### src/rtl/video_fifo_axi_wr.sv
// video_fifo_axi_wr: FIFO-to-AXI4 burst writer over a wrapping frame; define VIDEO_WR_BRESP_CHECK_EN for sticky err on non-OKAY bresp
module video_fifo_axi_wr #(
    parameter int                    DATA_WIDTH   = 256,
    parameter int                    ADDR_WIDTH   = 28,
    parameter int                    LEVEL_WIDTH  = 9,
    parameter int                    BURST_LEN    = 16,
    parameter logic [ADDR_WIDTH-1:0] FRAME_BASE   = '0,
    parameter int                    FRAME_BURSTS = 3600
) (
    input  logic                      clk,
    input  logic                      tb_rst,
    input  logic                      frame_start,
    input  logic [DATA_WIDTH-1:0]     fifo_rd_data,
    input  logic [LEVEL_WIDTH-1:0]    fifo_rd_water_level,
    output logic                      fifo_rd_en,
    output logic [ADDR_WIDTH-1:0]     m_awaddr,
    output logic [7:0]                m_awlen,
    output logic                      m_awvalid,
    input  logic                      m_awready,
    output logic [DATA_WIDTH-1:0]     m_wdata,
    output logic [DATA_WIDTH/8-1:0]   m_wstrb,
    output logic                      m_wlast,
    output logic                      m_wvalid,
    input  logic                      m_wready,
    input  logic [1:0]                m_bresp,
    input  logic                      m_bvalid,
    output logic                      m_bready,
    output logic                      busy,
    output logic                      err
);
    localparam int CW = $clog2(BURST_LEN + 1);
    localparam int BW = $clog2(FRAME_BURSTS + 1);
    localparam logic [ADDR_WIDTH-1:0] STEP = ADDR_WIDTH'(BURST_LEN * DATA_WIDTH / 8);

    typedef enum logic [1:0] {IDLE, ADDR, DATA, RESP} state_t;

    state_t                state, state_nx;
    logic [CW-1:0]         fetched, beat;
    logic [BW-1:0]         burst_cnt;
    logic [ADDR_WIDTH-1:0] addr;
    logic [DATA_WIDTH-1:0] head_q, tail_q;
    logic [1:0]            occ;
    logic                  in_flight, pend_restart, pop, last_beat, resp_done, wrap;

    assign pop       = m_wvalid && m_wready;
    assign last_beat = beat == CW'(BURST_LEN - 1);
    assign resp_done = state == RESP && m_bvalid;
    assign wrap      = pend_restart || frame_start || burst_cnt == BW'(FRAME_BURSTS - 1);

    always_comb begin
        state_nx = state;
        case (state)
            IDLE: state_nx = fifo_rd_water_level >= LEVEL_WIDTH'(BURST_LEN) && !frame_start ? ADDR : IDLE;
            ADDR: state_nx = m_awready ? DATA : ADDR;
            DATA: state_nx = pop && last_beat ? RESP : DATA;
            RESP: state_nx = m_bvalid ? IDLE : RESP;
            default: state_nx = IDLE;
        endcase
    end

    // a word in flight from the FIFO is presented directly, so the first beat follows the AW cycle
    assign m_wvalid   = state == DATA && (occ != 2'd0 || in_flight);
    assign m_wdata    = occ != 2'd0 ? head_q : in_flight ? fifo_rd_data : '0;
    assign m_wlast    = m_wvalid && last_beat;
    assign m_wstrb    = '1;
    assign m_awvalid  = state == ADDR;
    assign m_awaddr   = addr;
    assign m_awlen    = 8'(BURST_LEN - 1);
    assign m_bready   = state == RESP;
    assign busy       = state != IDLE;
    assign fifo_rd_en = (state == ADDR || state == DATA) && ({1'b0, occ} + {2'b0, in_flight} < 3'd2)
                        && fetched < CW'(BURST_LEN) && fifo_rd_water_level != '0;

    always_ff @(posedge clk or posedge tb_rst) begin
        if (tb_rst) begin
            state        <= IDLE;
            addr         <= FRAME_BASE;
            burst_cnt    <= '0;
            pend_restart <= 1'b0;
            fetched      <= '0;
            beat         <= '0;
            occ          <= '0;
            in_flight    <= 1'b0;
            head_q       <= '0;
            tail_q       <= '0;
        end else begin
            state        <= state_nx;
            in_flight    <= fifo_rd_en;
            fetched      <= state == IDLE ? '0 : fetched + CW'(fifo_rd_en);
            beat         <= state == IDLE ? '0 : beat + CW'(pop);
            occ          <= occ + 2'(in_flight) - 2'(pop);
            head_q       <= pop ? (occ == 2'd2 ? tail_q : fifo_rd_data) : (occ == 2'd0 ? fifo_rd_data : head_q);
            tail_q       <= pop || occ == 2'd1 ? fifo_rd_data : tail_q;
            pend_restart <= state == IDLE || resp_done ? 1'b0 : pend_restart | frame_start;
            if ((state == IDLE && frame_start) || (resp_done && wrap)) begin
                addr      <= FRAME_BASE;
                burst_cnt <= '0;
            end else if (resp_done) begin
                addr      <= addr + STEP;
                burst_cnt <= burst_cnt + 1'b1;
            end
        end
    end

`ifdef VIDEO_WR_BRESP_CHECK_EN
    always_ff @(posedge clk or posedge tb_rst) begin
        if (tb_rst)
            err <= 1'b0;
        else if (resp_done && m_bresp != 2'b00)
            err <= 1'b1;
    end
`else
    logic unused_bresp;
    assign unused_bresp = ^m_bresp;
    assign err = 1'b0;
`endif
endmodule

### config.mk
export PLATFORM = sky130hd
export DESIGN_NAME = video_fifo_axi_wr
export DESIGN_NICKNAME = d
export VERILOG_FILES = /design/src/rtl/video_fifo_axi_wr.sv
export SDC_FILE = /design/constraint.sdc
export NUM_CORES = 2
export LEC_CHECK = 0
export ABC_CLOCK_PERIOD_IN_PS = 35100
export BUFFER_PORTS_ARGS = -buffer_cell sky130_fd_sc_hd__buf_4
export CAP_MARGIN = 30
export CORE_AREA = 2 2 225 315
export CTS_BUF_LIST = sky130_fd_sc_hd__clkbuf_16
export DETAILED_ROUTE_END_ITERATION = 6
export DIE_AREA = 0 0 227 317
export SYNTH_ARGS = -nofsm -noshare
export SYNTH_HDL_FRONTEND = slang
export SYNTH_SLANG_ARGS = --single-unit
### constraint.sdc
create_clock -name clk -period 35.1 [get_ports clk]
set_input_delay 0 -clock clk [delete_from_list [all_inputs] [get_ports clk]]
set_output_delay 0 -clock clk [all_outputs]
set_load 0.02 [all_outputs]
# --- Word level (Yosys, flattened, before mapping) ---
# Cells that the tools add are included.
totals:
  ram_bits: 0
  in_bits: 273
  mem_count: 0
  out_inout_bits: 331
  word_cells: 71
  latch_bits: 0
  mem_bits_ro: 0
  reg_bits: 568
classes:
  div_mod_pow: 0
  mux: 17
  eq_ne: 7
  n_addsub: 7
  order_cmp: 3
  n_reduce_logical: 26
  shifts: 0
  n_bitwise: 1
  n_mul: 0
op_table:
  columns: ["op", "count"]
  rows:
  - ["$mux W256", 5]
  - ["$mux W28", 2]
  - ["$add A28 B10 Y28 const B", 1]
  - ["$mux W12", 2]
  - ["$add A12 B1 Y12 const B", 1]
  - ["$eq A12 B12 Y1 const B", 1]
  - ["$logic_and A1 B1 Y1", 11]
  - ["$add A5 B1 Y5", 2]
  - ["$mux W5", 2]
  - ["$ge A9 B5 Y1 const B", 1]
  - ["$reduce_bool A9 Y1", 1]
  - ["$pmux W2 S4", 1]
  - ["$reduce_bool A2 Y1", 4]
  - ["$logic_or A1 B1 Y1", 7]
  - ["$eq A2 B2 Y1 const B", 3]
  - ["$eq A5 B4 Y1 const B", 1]
  - ["$lt A5 B5 Y1 const B", 1]
  - ["$eq A2 B1 Y1 const B", 2]
  - ["$logic_not A2 Y1", 2]
  - ["$mux W2", 2]
  - ["$add A2 B1 Y3", 1]
  - ["$lt A3 B2 Y1 const B", 1]
  - ["$mux W1", 3]
  - ["$add A2 B1 Y2", 1]
  - ["other kinds (3)", 3]

# --- Longest topological paths before layout ---
logic_depth:
  word_depth: 7
  ltp_mapped: 10
  depth_no_buf: 9

# --- Worst setup path before layout ---
# OpenSTA, ideal clock, no wires.
synth_timing:
  path_kind: "flip-flop to flip-flop"
  from: "reg in_flight"
  to: "reg fetched[4]"
  synth_period_minus_slack_ns: 2.224
  t_required_ns: 34.968
  stages_incl_launch_ff: 11
  slack_ns: 32.876
  setup_time_ns: 0.132
  t_arrival_ns: 2.092
  n_path_buf: 2
  cell_sequence: "dfrtp_1 -> clkbuf_1 -> clkbuf_1 -> a211oi_1 -> nand2_1 -> a21oi_1 -> ha_1 -> ha_1 -> nand3_1 -> xor2_1 -> nor2_1"
synth_via:
  elab_chain_len: 7
synth_lines:
  columns: ["element", "line_no", "rtl"]
  rows:
  - ["from (decl)", "43", "logic in_flight, pend_restart, pop, last_beat, resp_done, wrap;"]
  - ["from (signal assigned)", "88", "in_flight <= fifo_rd_en;"]
  - ["$add A2 B1 Y3", "71", "assign fifo_rd_en = (state == ADDR || state == DATA) && ({1'b0, occ} + {2'b0, in_flight} < 3'd2)"]
  - ["$lt A3 B2 Y1", "71", null]
  - ["$logic_and A1 B1 Y1", "71", null]
  - ["$logic_and A1 B1 Y1 (2 in a row)", "72", "&& fetched < CW'(BURST_LEN) && fifo_rd_water_level != '0;"]
  - ["net fifo_rd_en", "15", "output logic fifo_rd_en,"]
  - ["$add A5 B1 Y5", "89", "fetched <= state == IDLE ? '0 : fetched + CW'(fifo_rd_en);"]
  - ["$mux W5", "89", null]
  - ["to (signal assigned)", "89", null]
  - ["to (decl)", "38", "logic [CW-1:0] fetched, beat;"]
# The timed path passes the listed nets, and every way through them passes these cells.
# A chain may end at the register's enable or synchronous reset.

# --- Worst setup path in the final report ---
layout_timing:
  from: "reg occ[1]"
  to: "reg head_q[34]"
layout_via:
  elab_chain_len: 5
  elab_cells_between_ends: 9
  classes_between: "1 x eq/ne; 2 x mux; 6 x reduce/logical"
layout_lines:
  columns: ["element", "line_no", "rtl"]
  rows:
  - ["from (decl)", "42", "logic [1:0] occ;"]
  - ["from (signal assigned)", "91", "occ <= occ + 2'(in_flight) - 2'(pop);"]
  - ["$reduce_bool A2 Y1", "62", "assign m_wvalid = state == DATA && (occ != 2'd0 || in_flight);"]
  - ["$logic_or A1 B1 Y1", "62", null]
  - ["$logic_and A1 B1 Y1", "62", null]
  - ["$logic_and A1 B1 Y1", "45", "assign pop = m_wvalid && m_wready;"]
  - ["$mux W256 or $reduce_bool A2 Y1 (tied branches)", null, null]
  - ["to (signal assigned)", "92", "head_q <= pop ? (occ == 2'd2 ? tail_q : fifo_rd_data) : (occ == 2'd0 ? fifo_rd_data : head_q);"]
  - ["to (decl)", "41", "logic [DATA_WIDTH-1:0] head_q, tail_q;"]
# Several ways; a longest one is shown, not always the timed one.

==> impl_metrics.csv <==
group,metric,value,unit
cts,cts-resized-gates,0,
global_routing,grt_max_degree,237,
global_routing,overflow,0,
floorplan,die_area,0.0720,mm²
floorplan,design.core.area,0.0690,mm²
route,vias_per_cell,5.01,
sta,timing.final.crit_share,11.2,%
worst_setup_path,slowest_stage,"buf_4",
power,p_leak,18.0,nW
cts,clk-insertion-delay-late,0.60,ns
placement,port_buffers,551,
synth,syn_inst,2799,
cts,htreeDepth,2,
cts,cts_sinks,559,
placement,globalplace.congestion,0.814,
worst_setup_path,path_common_cell,"buf_4",
sta,relSlewSlack,4.73,%
synth,netlist_top_cells_count,"781 x nand2_1, 559 x dfrtp_1, 520 x o21ai_0",
synth,ys_types,45,
route,wl_per_cell,17.2,µm
power,power.internal,1.93,mW
power,p_switching,1.38,mW
global_routing,gr-usage-all-layers,20.7,%
route,drt_wl_total,76.8,mm
worst_setup_path,crit_type,"reg -> reg",
power,power.share.clock,16.6,%
placement,hpwl,48.8,mm
synth,synth_warnings,0,
power,power.total,3.31,mW
min_path,hold_path_class,"in -> reg",
power,p_sw_share,41.6,%
worst_setup_path,worst-path-max-fanout,108,
sta,hold_ws,0.183,ns
sta,maxClockFrequency,254,MHz
sta,fin_skew,0.0110,ns
synth,synthMostInstantiatedCell,"nand2_1",
route,drtAntennaViolNets,0,
layout,area_growth_syn_to_layout,32.5,%
sta,maxSlewViolCount,0,
global_routing,grt_pass1_vias,22500,
floorplan,die_h,317,µm
power,share_seq_of_total_power,33.8,%
synth,syn_avg_cell_area,9.80,µm²
cts,cts_buffers,56,
global_routing,gr-usage-met2,36.3,%
synth,synth_flop_cell,"dfrtp_1",
min_path,min_to,"tail_q[48]",
worst_setup_path,slowest_delay,0.83,ns
sta,layout_min_cycle_time,3.93,ns
floorplan,io_pins,604,
layout,drive_above_1_share,25.7,%
cts,cts_tree,"yes",
route,drtIter0Drc,1377,
worst_setup_path,critPathRequiredTime,35.54,ns
synth,syn_area,0.0274,mm²
route,first_pass_iters,5,
power,ir_drop,65.7,µV
sta,fin_tns_setup,0,ns
cts,clkTransAtPathRegs,0.06,ns
floorplan,die_w,227,µm
power,p_comb_share,49.5,%
cts,cts_setup_buffers,0,
sta,tightestPinTransition,1.43,ns
power,power.density,91.0,mW/mm²
synth,synth_edf_count,0,
min_path,holdPathStages,3,
worst_setup_path,endpoint_kind,"register",
floorplan,initial_utilization,39.7,%
cts,cts_hold_buf,266,
route,vias,22400,
worst_setup_path,r2r_end,"head_q[34]",
worst_setup_path,cp_cell_sequence,"or2_4, a21boi_4, buf_4, buf_4, o21ai_0",
global_routing,grt.met1_usage,24.6,%
worst_setup_path,r2r_setup_slack,31.17,ns
synth,synth_top_area_share,51.0,%
global_routing,grt_busiest_layer,"met2",
worst_setup_path,start_kind,"register",
synth,synth_top_area_cell,"dfrtp_1",
synth,synth_seq_area_share,51.0,%
sta,rsz0062_at_grt,"no",
global_routing,grt_util_met3,4.07,%
global_routing,grt_pass1_wl,120,mm
worst_setup_path,arrival,4.37,ns
route,drc,0,
job,drv_cap,0,
synth,async_flop_share,100,%
floorplan,num_rows,114,
sta,finalSetupViolCount,0,
worst_setup_path,r2r_cells,5,
layout,fin_util,52.6,%
layout,layout.nets,3780,
synth,synth_area_leaders,"dfrtp_1 51%, nand2_1 11%, mux2_2 11%, o21ai_0 9.5%, mux2i_1 9.5%",
worst_setup_path,rr_startpoint,"occ[1]",
run_status,status,"complete, no violations",
global_routing,antenna_found_initial,6,
synth,ys_ff_latch,559,
min_path,min-delay-start,"fifo_rd_data[48]",
sta,finalHoldViolCount,0,
cts,cts_root_buffer,"clkbuf_16",
cts,clock_path_buffers,3,
[worst max-delay path, delay by kind of cell, from the launching register on]
kind	cells	cell delay [ns]
AOI/OAI and AO/OA	2	1.05
buffers and inverters	2	1.39
DFF	1	0.54
and+or+nand+nor	1	0.68
[layout make-up]
| cell class | count | area, µm² |
|---|---|---|
| tap | 928 | 1160 |
| antenna | 8 | 20.0 |
| clock inverter | 43 | 205 |
| timing repair buffer | 846 | 7180 |
| inverter | 6 | 30.0 |
| fill | 6230 | 32700 |
| multi-input combinational | 2027 | 12300 |
| sequential | 559 | 14000 |
| clock buffer | 57 | 1430 |
[worst max path at each step]
| stage | depth (start not counted) | start | end | slack, ns |
|---|---|---|---|---|
| after detailed placement | 5 | occ[1] | head_q[34] | 31.07 |
| final | 5 | occ[1] | head_q[34] | 31.17 |
| after CTS | 5 | occ[1] | head_q[34] | 31.09 |
| after global routing | 5 | occ[1] | head_q[38] | 30.76 |
| after global placement | 5 | occ[1] | head_q[47] | 31.20 |
| after floorplan | 1 | tb_rst | beat[0] | 19.47 |
[power by group through the flow]
stage	clock (mW)	combinational [mW]	sequential, mW
CTS	0.568	1.65	1.12
detailed placement	0	1.61	1.13
floorplan	0	1.08	1.08
global placement	0	1.58	1.10
finish	0.549	1.64	1.12
global route	0.593	1.79	1.16
[sequential cells by signal, indices dropped and copies added, names as in the netlist]
| name | cells |
|---|---|
| beat | 5 |
| burst_cnt | 12 |
| fetched | 5 |
| head_q | 256 |
| in_flight | 1 |
| m_awaddr | 19 |
| occ | 2 |
| pend_restart | 1 |
| state | 2 |
| tail_q | 256 |
[placed cells by master (no fill, tap or decap), types with 3 or more instances in the layout]
master         count
a21oi_1            6
a22o_1             3
and2_1             3
buf_12             5
buf_16             5
buf_4            569
clkbuf_16         57
clkinv_1          10
clkinv_2           7
conb_1            50
dfrtp_1          558
diode_2            8
dlygate4sd3_1    267
ha_1              11
inv_1             28
mux2_2           256
mux2i_1          259
nand2_1          781
nand3_1           12
nand4_1            8
nor2_1            37
nor2b_1            5
nor3_1             6
nor4_1             5
nor4b_1            4
o21ai_0          520
o221ai_1           3
or3_1              4
xnor2_1           21
xor2_1             8
[cell families after synthesis]
group	Yosys count	share of synthesized area [%]
AO/OA/AOI/OAI	543	10.1
XOR/XNOR	29	0.926
adder cells (fa/ha/maj)	11	0.502
buffers and inverters	261	4.79
flip-flops	559	51.0
multiplexers	515	20.0
other	2	0.0274
AND/OR/NAND/NOR	879	12.7
[routing by layer]
layer / vias to the layer above / wire, µm
met5: - / 0
met1: 10900 / 30700
met2: 631 / 38600
met4: 0 / 3330
met3: 157 / 4200
li1: 10800 / -
[through the flow]
step | setup slack (ns) | cell area [µm²] | instances
finish | 31.17 | 36300 | 4474
global route | 30.76 | 36300 | 4472
global placement | 31.20 | 31900 | 4094
CTS | 31.09 | 36200 | 4462
floorplan | 19.47 | 27600 | 2847
detailed placement | 31.07 | 31900 | 4096
No activity file was read; power rests on OpenSTA's default activity.
